--- src/rtl/burst_unloader.sv ---
// -----------------------------------------------------------------------------
// burst_unloader
//
// Read-side companion of the burst loader. A DEPTH x WIDTH word buffer is filled
// through a simple write port while the block is idle. A start command then
// streams the first `length` words, from address 0 upward, over a valid/ready
// interface at one word per cycle. A one-cycle done pulse marks the end of the
// stream, and a one-cycle err pulse marks a start whose length is too large.
//
// Ports
//   clk        in   system clock, rising edge
//   rst        in   asynchronous reset, active low
//   wr_en      in   buffer write strobe (acted on only while idle)
//   wr_addr    in   [AW-1:0]    buffer write address
//   wr_data    in   [WIDTH-1:0] buffer write data
//   start      in   start a stream (sampled only while idle)
//   length     in   [AW:0]      words to stream, 0..DEPTH
//   out_valid  out  out_data carries a word
//   out_ready  in   consumer takes the word when high together with out_valid
//   out_data   out  [WIDTH-1:0] streamed word
//   out_last   out  final word of the stream
//   out_parity out  XOR reduction of out_data (combinational)
//   done       out  one-cycle pulse after the last word is taken
//   idle       out  high while idle
//   err        out  one-cycle pulse on a rejected start
// -----------------------------------------------------------------------------
module burst_unloader #(
    parameter int WIDTH = 8,
    parameter int DEPTH = 16,
    parameter int AW    = 4
) (
    input  logic             clk,
    input  logic             rst,
    input  logic             wr_en,
    input  logic [AW-1:0]    wr_addr,
    input  logic [WIDTH-1:0] wr_data,
    input  logic             start,
    input  logic [AW:0]      length,
    output logic             out_valid,
    input  logic             out_ready,
    output logic [WIDTH-1:0] out_data,
    output logic             out_last,
    output logic             out_parity,
    output logic             done,
    output logic             idle,
    output logic             err
);

    typedef enum logic [1:0] {
        ST_IDLE   = 2'd0,
        ST_STREAM = 2'd1,
        ST_DONE   = 2'd2
    } state_t;

    localparam logic [AW:0]   LP_DEPTH   = (AW + 1)'(DEPTH);
    localparam logic [AW:0]   LP_LEN_ONE = (AW + 1)'(1);
    localparam logic [AW:0]   LP_LEN_TWO = (AW + 1)'(2);
    localparam logic [AW-1:0] LP_PTR_ONE = AW'(1);

    // Even-parity helper: XOR reduction of a data word.
    function automatic logic f_parity(input logic [WIDTH-1:0] d);
        return ^d;
    endfunction

    // Registered state
    state_t           r_state;
    logic [WIDTH-1:0] r_mem [DEPTH];
    logic [AW-1:0]    r_rd_ptr;
    logic [AW:0]      r_remaining;
    logic             r_out_valid;
    logic [WIDTH-1:0] r_out_data;
    logic             r_out_last;
    logic             r_done;
    logic             r_idle;
    logic             r_err;

    // Next-state values
    state_t           w_state_nxt;
    logic [AW-1:0]    w_rd_ptr_nxt;
    logic [AW:0]      w_remaining_nxt;
    logic             w_out_valid_nxt;
    logic [WIDTH-1:0] w_out_data_nxt;
    logic             w_out_last_nxt;
    logic             w_err_nxt;
    logic             w_mem_we;
    logic [WIDTH-1:0] w_word0;
    logic             w_handshake;

    // Writes are honoured only while idle, so the buffer is frozen during a stream.
    assign w_mem_we    = wr_en && (r_state == ST_IDLE);
    // A write to address 0 in the same cycle as start must be the word streamed.
    assign w_word0     = (w_mem_we && (wr_addr == '0)) ? wr_data : r_mem[0];
    assign w_handshake = r_out_valid && out_ready;

    // Buffer storage: no reset, contents survive rst.
    always_ff @(posedge clk) begin
        if (w_mem_we) begin
            r_mem[wr_addr] <= wr_data;
        end
    end

    // Next-state and next-output logic of the stream FSM.
    always_comb begin
        w_state_nxt     = r_state;
        w_rd_ptr_nxt    = r_rd_ptr;
        w_remaining_nxt = r_remaining;
        w_out_valid_nxt = r_out_valid;
        w_out_data_nxt  = r_out_data;
        w_out_last_nxt  = r_out_last;
        w_err_nxt       = 1'b0;
        case (r_state)
            ST_IDLE: begin
                if (start) begin
                    if (length == '0) begin
                        w_state_nxt = ST_DONE;
                    end else if (length > LP_DEPTH) begin
                        w_err_nxt = 1'b1;
                    end else begin
                        w_state_nxt     = ST_STREAM;
                        w_out_valid_nxt = 1'b1;
                        w_out_data_nxt  = w_word0;
                        w_out_last_nxt  = (length == LP_LEN_ONE);
                        w_rd_ptr_nxt    = LP_PTR_ONE;
                        w_remaining_nxt = length;
                    end
                end else begin
                    w_state_nxt = ST_IDLE;
                end
            end
            ST_STREAM: begin
                if (w_handshake) begin
                    w_remaining_nxt = r_remaining - LP_LEN_ONE;
                    if (r_remaining > LP_LEN_ONE) begin
                        w_out_data_nxt = r_mem[r_rd_ptr];
                        w_out_last_nxt = (r_remaining == LP_LEN_TWO);
                        // Wraps to 0 after the last address of a full-depth burst; never read again.
                        w_rd_ptr_nxt   = r_rd_ptr + LP_PTR_ONE;
                    end else begin
                        w_out_valid_nxt = 1'b0;
                        w_out_last_nxt  = 1'b0;
                        w_state_nxt     = ST_DONE;
                    end
                end else begin
                    w_state_nxt = ST_STREAM;
                end
            end
            ST_DONE: begin
                w_state_nxt = ST_IDLE;
            end
            default: begin
                w_state_nxt     = ST_IDLE;
                w_out_valid_nxt = 1'b0;
                w_out_last_nxt  = 1'b0;
            end
        endcase
    end

    // State and output registers; done/idle are decoded from the next state so they line up with it.
    always_ff @(posedge clk or negedge rst) begin
        if (!rst) begin
            r_state     <= ST_IDLE;
            r_rd_ptr    <= '0;
            r_remaining <= '0;
            r_out_valid <= 1'b0;
            r_out_data  <= '0;
            r_out_last  <= 1'b0;
            r_done      <= 1'b0;
            r_idle      <= 1'b1;
            r_err       <= 1'b0;
        end else begin
            r_state     <= w_state_nxt;
            r_rd_ptr    <= w_rd_ptr_nxt;
            r_remaining <= w_remaining_nxt;
            r_out_valid <= w_out_valid_nxt;
            r_out_data  <= w_out_data_nxt;
            r_out_last  <= w_out_last_nxt;
            r_done      <= (w_state_nxt == ST_DONE);
            r_idle      <= (w_state_nxt == ST_IDLE);
            r_err       <= w_err_nxt;
        end
    end

    assign out_valid  = r_out_valid;
    assign out_data   = r_out_data;
    assign out_last   = r_out_last;
    assign out_parity = f_parity(r_out_data);
    assign done       = r_done;
    assign idle       = r_idle;
    assign err        = r_err;

endmodule

--- config.mk ---
export PLATFORM = sky130hd
export DESIGN_NAME = burst_unloader
export DESIGN_NICKNAME = d
export VERILOG_FILES = /design/src/rtl/burst_unloader.sv
export SDC_FILE = /design/constraint.sdc
export NUM_CORES = 1
export LEC_CHECK = 0
export CAP_MARGIN = 10
export CORE_MARGIN = 2
export CORE_UTILIZATION = 35
export CTS_CLUSTER_DIAMETER = 50
export DETAILED_ROUTE_END_ITERATION = 10
export HOLD_SLACK_MARGIN = 0.12
export PLACE_DENSITY = 0.5
export SLEW_MARGIN = 20
export SYNTH_ARGS = -nofsm -noshare
export SYNTH_HDL_FRONTEND = slang
export SYNTH_SLANG_ARGS = --single-unit
--- constraint.sdc ---
create_clock -name clk -period 2.37 [get_ports clk]
set_input_delay 0.237 -clock clk [delete_from_list [all_inputs] [get_ports clk]]
set_output_delay 0.237 -clock clk [all_outputs]
set_load 0.1 [all_outputs]
# After elaboration in Yosys (flattened, before gate mapping)
# Memories as Yosys holds them, arrays and structs flattened.
# Index checks and enable logic that the tools add are counted.
# Widths: inputs -> output; s select.
# op_classes
n_addsub,2
magnitude_cmp,2
n_eq_ne,11
muxes,42
n_bitwise,1
n_reduce_logical,13
# op_table
op,count
$mux 8,6
$mux 4,5
$mux 5,4
$mux 1,16
$pmux 8 s2,1
$ne 2x2->1 const B,6
$reduce_and 6->1,2
$mux 2,5
$pmux 5 s2,1
$reduce_and 5->1,2
$pmux 4 s2,1
$reduce_xor 8->1,1
$pmux 1 s3,2
$eq 5x1->1 const B,1
$eq 5x2->1 const B,1
$gt 5x1->1 const B,1
$gt 5x5->1 const B,1
$logic_not 5->1,1
$sub 5x1->5 const B,1
$add 4x1->4 const B,1
$eq 2x2->1 const B,2
$logic_not 2->1,2
$logic_not 4->1,1
$pmux 2 s2,1
other kinds (4),6
# totals
ff_bits,24
ramBits,128
inputBits,22
out_inout_bits,14
n_memories,1
# memory_table
memory,words,word_bits,read_ports,rd_ports_with_merged_regs,write_ports,line_no,text
r_mem,16,8,2,0,1,67,logic [WIDTH-1:0] r_mem [DEPTH];

# Depth between registers and ports, before layout
# logic_depth
depth_word,8
mapped_depth,8
ltp_nobuf,6

# Worst setup path before layout
# OpenSTA, ideal clock, no wires.
# synth_path
kind,reg2out
startpoint,"register r_out_data[5], in the netlist out_data[5]"
endpoint,output port out_parity
arrival_time_ns,2.869
required_ns,2.133
path_slack_ns,-0.736
stages_incl_launch_ff,4
cell_sequence,dfrtp_1 xnor2_1 xnor2_1 xnor2_1
# synth_between
elab_chain_len,1
# synth_lines
element,line_no,text
from (decl),71,logic [WIDTH-1:0] r_out_data;
from (signal assigned),175,r_out_data <= w_out_data_nxt;
$reduce_xor 8->1,62,return ^d;
to (decl),43,"output logic out_parity,"
# No other way between the ends.

# Final worst setup path
# layout_path
startpoint,register r_rd_ptr[1]
endpoint,"register r_out_data[1], in the netlist out_data[1]"
# layout_between
elab_chain_len,4
# layout_lines
element,line_no,text
from (decl),68,logic [AW-1:0] r_rd_ptr;
from (signal assigned),172,r_rd_ptr <= w_rd_ptr_nxt;
$mem_v2 16x8,n/a,
$mux 8,133,if (r_remaining > LP_LEN_ONE) begin
$mux 8,131,if (w_handshake) begin
$pmux 8 s2,111,case (r_state)
# No other way between the ends. The select of a mux whose other input is x is not followed.
# A chain may end at the register's enable or synchronous reset.

==> insert_results.sql <==
INSERT INTO impl_metrics (metric_group, metric, value, unit) VALUES
('status', 'run_status', 'finished clean', ''),
('power_and_ir_drop', 'comb_power_share', '0.402', ''),
('power_and_ir_drop', 'power.sequential.fraction', '0.330', ''),
('floorplanning', 'die_w', '141', 'um'),
('clock_network', 'clk-insertion-delay-late', '0.43', 'ns'),
('drt', 'drt_drc_violations_left', '0', ''),
('logic_synthesis', 'avgSynthCellArea', '14.9', 'um2'),
('setup_path', 'cp.required', '2.72', 'ns'),
('logic_synthesis', 'yosysWarningCount', '0', ''),
('setup_path', 'timing.reg2reg.setup_slack', '0.28', 'ns'),
('logic_synthesis', 'post_synth_inst_count', '438', ''),
('sta', 'finalHoldViolations', '0', ''),
('floorplanning', 'core_area', '18100', 'um2'),
('power_and_ir_drop', 'clock_network_power_share', '0.268', ''),
('power_and_ir_drop', 'total_switching_power', '0.00399', 'W'),
('setup_path', 'crit_family', 'compound AO/OA/AOI/OAI gates', ''),
('sta', 'maxSlewViolCount', '0', ''),
('power_and_ir_drop', 'vdd_drop_max', '0.00102', 'V'),
('placed_design', 'gp_congestion', '0.793', ''),
('finish', 'fillers', '1647', ''),
('setup_path', 'worst_setup_end_kind', 'register', ''),
('sta', 'slew_headroom', '0.465', ''),
('setup_path', 'number_of_buffer_and_inverter_stages_on_the_critical_path', '1', ''),
('logic_synthesis', 'yosys_most_used_dff', 'sky130_fd_sc_hd__edfxtp_1', ''),
('clock_network', 'cts_num_sinks', '152', ''),
('setup_path', 'arrival', '2.44', 'ns'),
('power_and_ir_drop', 'intPower', '0.00628', 'W'),
('logic_synthesis', 'synth_sequential_area_ratio', '0.681', ''),
('finish', 'layout-drive-gt1-share', '0.180', ''),
('drt', 'detail_route.wirelength', '15800', 'um'),
('clock_network', 'clock_edge_transition_at_the_registers_on_the_reported_setup_and_hold_paths', '0.06', 'ns'),
('global_route', 'grt_start_max_net_pins', '21', ''),
('floorplanning', 'dieHeight', '141', 'um'),
('sta', 'finalSetupViolCount', '0', ''),
('floorplanning', 'initial_core_util', '0.359', ''),
('logic_synthesis', 'yosys_register_bits', '152', ''),
('sta', 'timing.fmax', '479', 'MHz'),
('setup_path', 'worst-path-max-fanout', '15', ''),
('power_and_ir_drop', 'p_sw_frac', '0.388', ''),
('clock_network', 'cts-buffers-inserted', '17', ''),
('placed_design', 'detailedPlace.worstSlack', '0.239', 'ns'),
('sta', 'finalWorstSetupSlack', '0.284', 'ns'),
('finish', 'seqCellArea', '4450', 'um2'),
('logic_synthesis', 'synth-edff-count', '128', ''),
('flow_run', 'cap_violations', '0', ''),
('clock_network', 'cts_tree', 'built', ''),
('finish', 'num_antenna_cells', '0', ''),
('sta', 'final_min_period_over_clock_period', '0.880', ''),
('finish', 'area_delta_synth_final', '21.4', '%'),
('power_and_ir_drop', 'overall_power_consumption', '0.0103', 'W'),
('global_route', 'grt_pass1_wl', '23900', 'um'),
('finish', 'multiInputGateArea', '1880', 'um2'),
('global_route', 'global_route.overflow_total', '0', ''),
('drt', 'drt_pre_antenna_iters', '5', ''),
('drt', 'route.met2.wl', '7150', 'um'),
('setup_path', 'criticalPathCategory', 'register to register', ''),
('drt', 'drt_iter0_drc', '376', ''),
('floorplanning', 'fp.dieArea', '19700', 'um2'),
('drt', 'routedLengthMet1', '7710', 'um'),
('logic_synthesis', 'synthTopCellsByCount', '128 x sky130_fd_sc_hd__edfxtp_1, 72 x sky130_fd_sc_hd__mux2i_1, 32 x sky130_fd_sc_hd__a22oi_1, 27 x sky130_fd_sc_hd__nor2_1, 24 x sky130_fd_sc_hd__nand2_1', ''),
('worst_hold_path', 'holdCritPathClass', 'input pin to asynchronous set/reset pin', ''),
('logic_synthesis', 'syn_nets', '464', ''),
('global_route', 'grt_use_total', '0.166', ''),
('clock_network', 'ctsRootBufferMaster', 'sky130_fd_sc_hd__clkbuf_16', ''),
('drt', 'met3WireLength', '676', 'um'),
('placed_design', 'place.detailed.hpwl', '10700', 'um'),
('clock_network', 'postCtsResizedCells', '0', ''),
('logic_synthesis', 'async_flop_share', '0.158', ''),
('floorplanning', 'core.rowCount', '49', ''),
('sta', 'skew', '0.0123', 'ns'),
('sta', 'final.min_clock_period', '2.09', 'ns');
[cell usage in the layout, fill, tap and decap left out, types with 8 or more instances in the layout]
master	Yosys	layout
sky130_fd_sc_hd__clkbuf_16	0	17
sky130_fd_sc_hd__a221o_1	8	8
sky130_fd_sc_hd__dfrtp_1	23	22
sky130_fd_sc_hd__o21ai_0	12	12
sky130_fd_sc_hd__clkdlybuf4s50_1	0	21
sky130_fd_sc_hd__nand2_1	24	24
sky130_fd_sc_hd__mux2i_1	72	72
sky130_fd_sc_hd__a22oi_1	32	32
sky130_fd_sc_hd__a21oi_1	17	17
sky130_fd_sc_hd__edfxtp_1	128	128
sky130_fd_sc_hd__o21ai_1	12	12
sky130_fd_sc_hd__buf_4	5	54
sky130_fd_sc_hd__nor2_1	27	27
[stage by stage]
stage | utilization | cell area [um2] | instances
6_report | 0.436 | 7920 | 756
3_5_place_dp | 0.403 | 7320 | 724
5_1_grt | 0.436 | 7920 | 756
3_3_place_gp | 0.403 | 7320 | 724
2_1_floorplan | - | 6540 | 438
4_1_cts | 0.436 | 7920 | 756
[worst paths after layout]
kind | start | to | cells after the start
worst min register to register | r_remaining[4]$_DFFE_PN0P_ | r_remaining[4]$_DFFE_PN0P_ | 2
worst min-delay path | rst | r_remaining[2]$_DFFE_PN0P_ | 1
worst max-delay path | r_rd_ptr[1]$_DFFE_PN0P_ | out_data[1]$_DFFE_PN0P_ | 6
worst max register to register | r_rd_ptr[1]$_DFFE_PN0P_ | out_data[1]$_DFFE_PN0P_ | 6
min in group clk | start | err$_DFF_PN0_ | 3
max in group asynchronous | rst | out_data[0]$_DFFE_PN0P_ | 2
[metal layers]
metal | global-route usage | vias to the layer above
met5 | 0 | -
met4 | 0.0579 | 0
met3 | 0.0393 | 18
met2 | 0.249 | 76
met1 | 0.237 | 1992
li1 | - | 1848
[area by class of cell]
cell class / count / area share
Sequential cell: 152 / 0.562
Inverter: 6 / 0.00284
Tap cell: 229 / 0.0362
Multi-Input combinational cell: 259 / 0.238
Clock buffer: 17 / 0.0537
Clock inverter: 15 / 0.0223
Timing Repair Buffer: 78 / 0.0853
[registers in the layout, indices dropped and copies added, names as in the netlist, 2 cells and up]
name         cells
out_data         8
r_rd_ptr         4
r_mem          128
r_remaining      5
r_state          2
[power by group through the flow]
stage / Combinational [W] / Sequential, W / Clock [W]
after floorplan: 0.00245 / 0.00402 / 0
after detailed placement: 0.00413 / 0.00344 / 0
final: 0.00412 / 0.00339 / 0.00275
after global placement: 0.00410 / 0.00343 / 0
after global routing: 0.00436 / 0.00343 / 0.00291
after CTS: 0.00414 / 0.00339 / 0.00281
[cells by family (layout without fill, tap and decap cells)]
family          Yosys count  in the layout  synth area share
mux                      72             72             0.110
fa+ha+maj                 4              4           0.00767
flops                   152            152             0.681
compound gates           89             89            0.0909
xor+xnor                  8              8            0.0107
simple gates             86             86            0.0660
buf+inv                  27            116            0.0328
(Power assumes the default switching activity.)
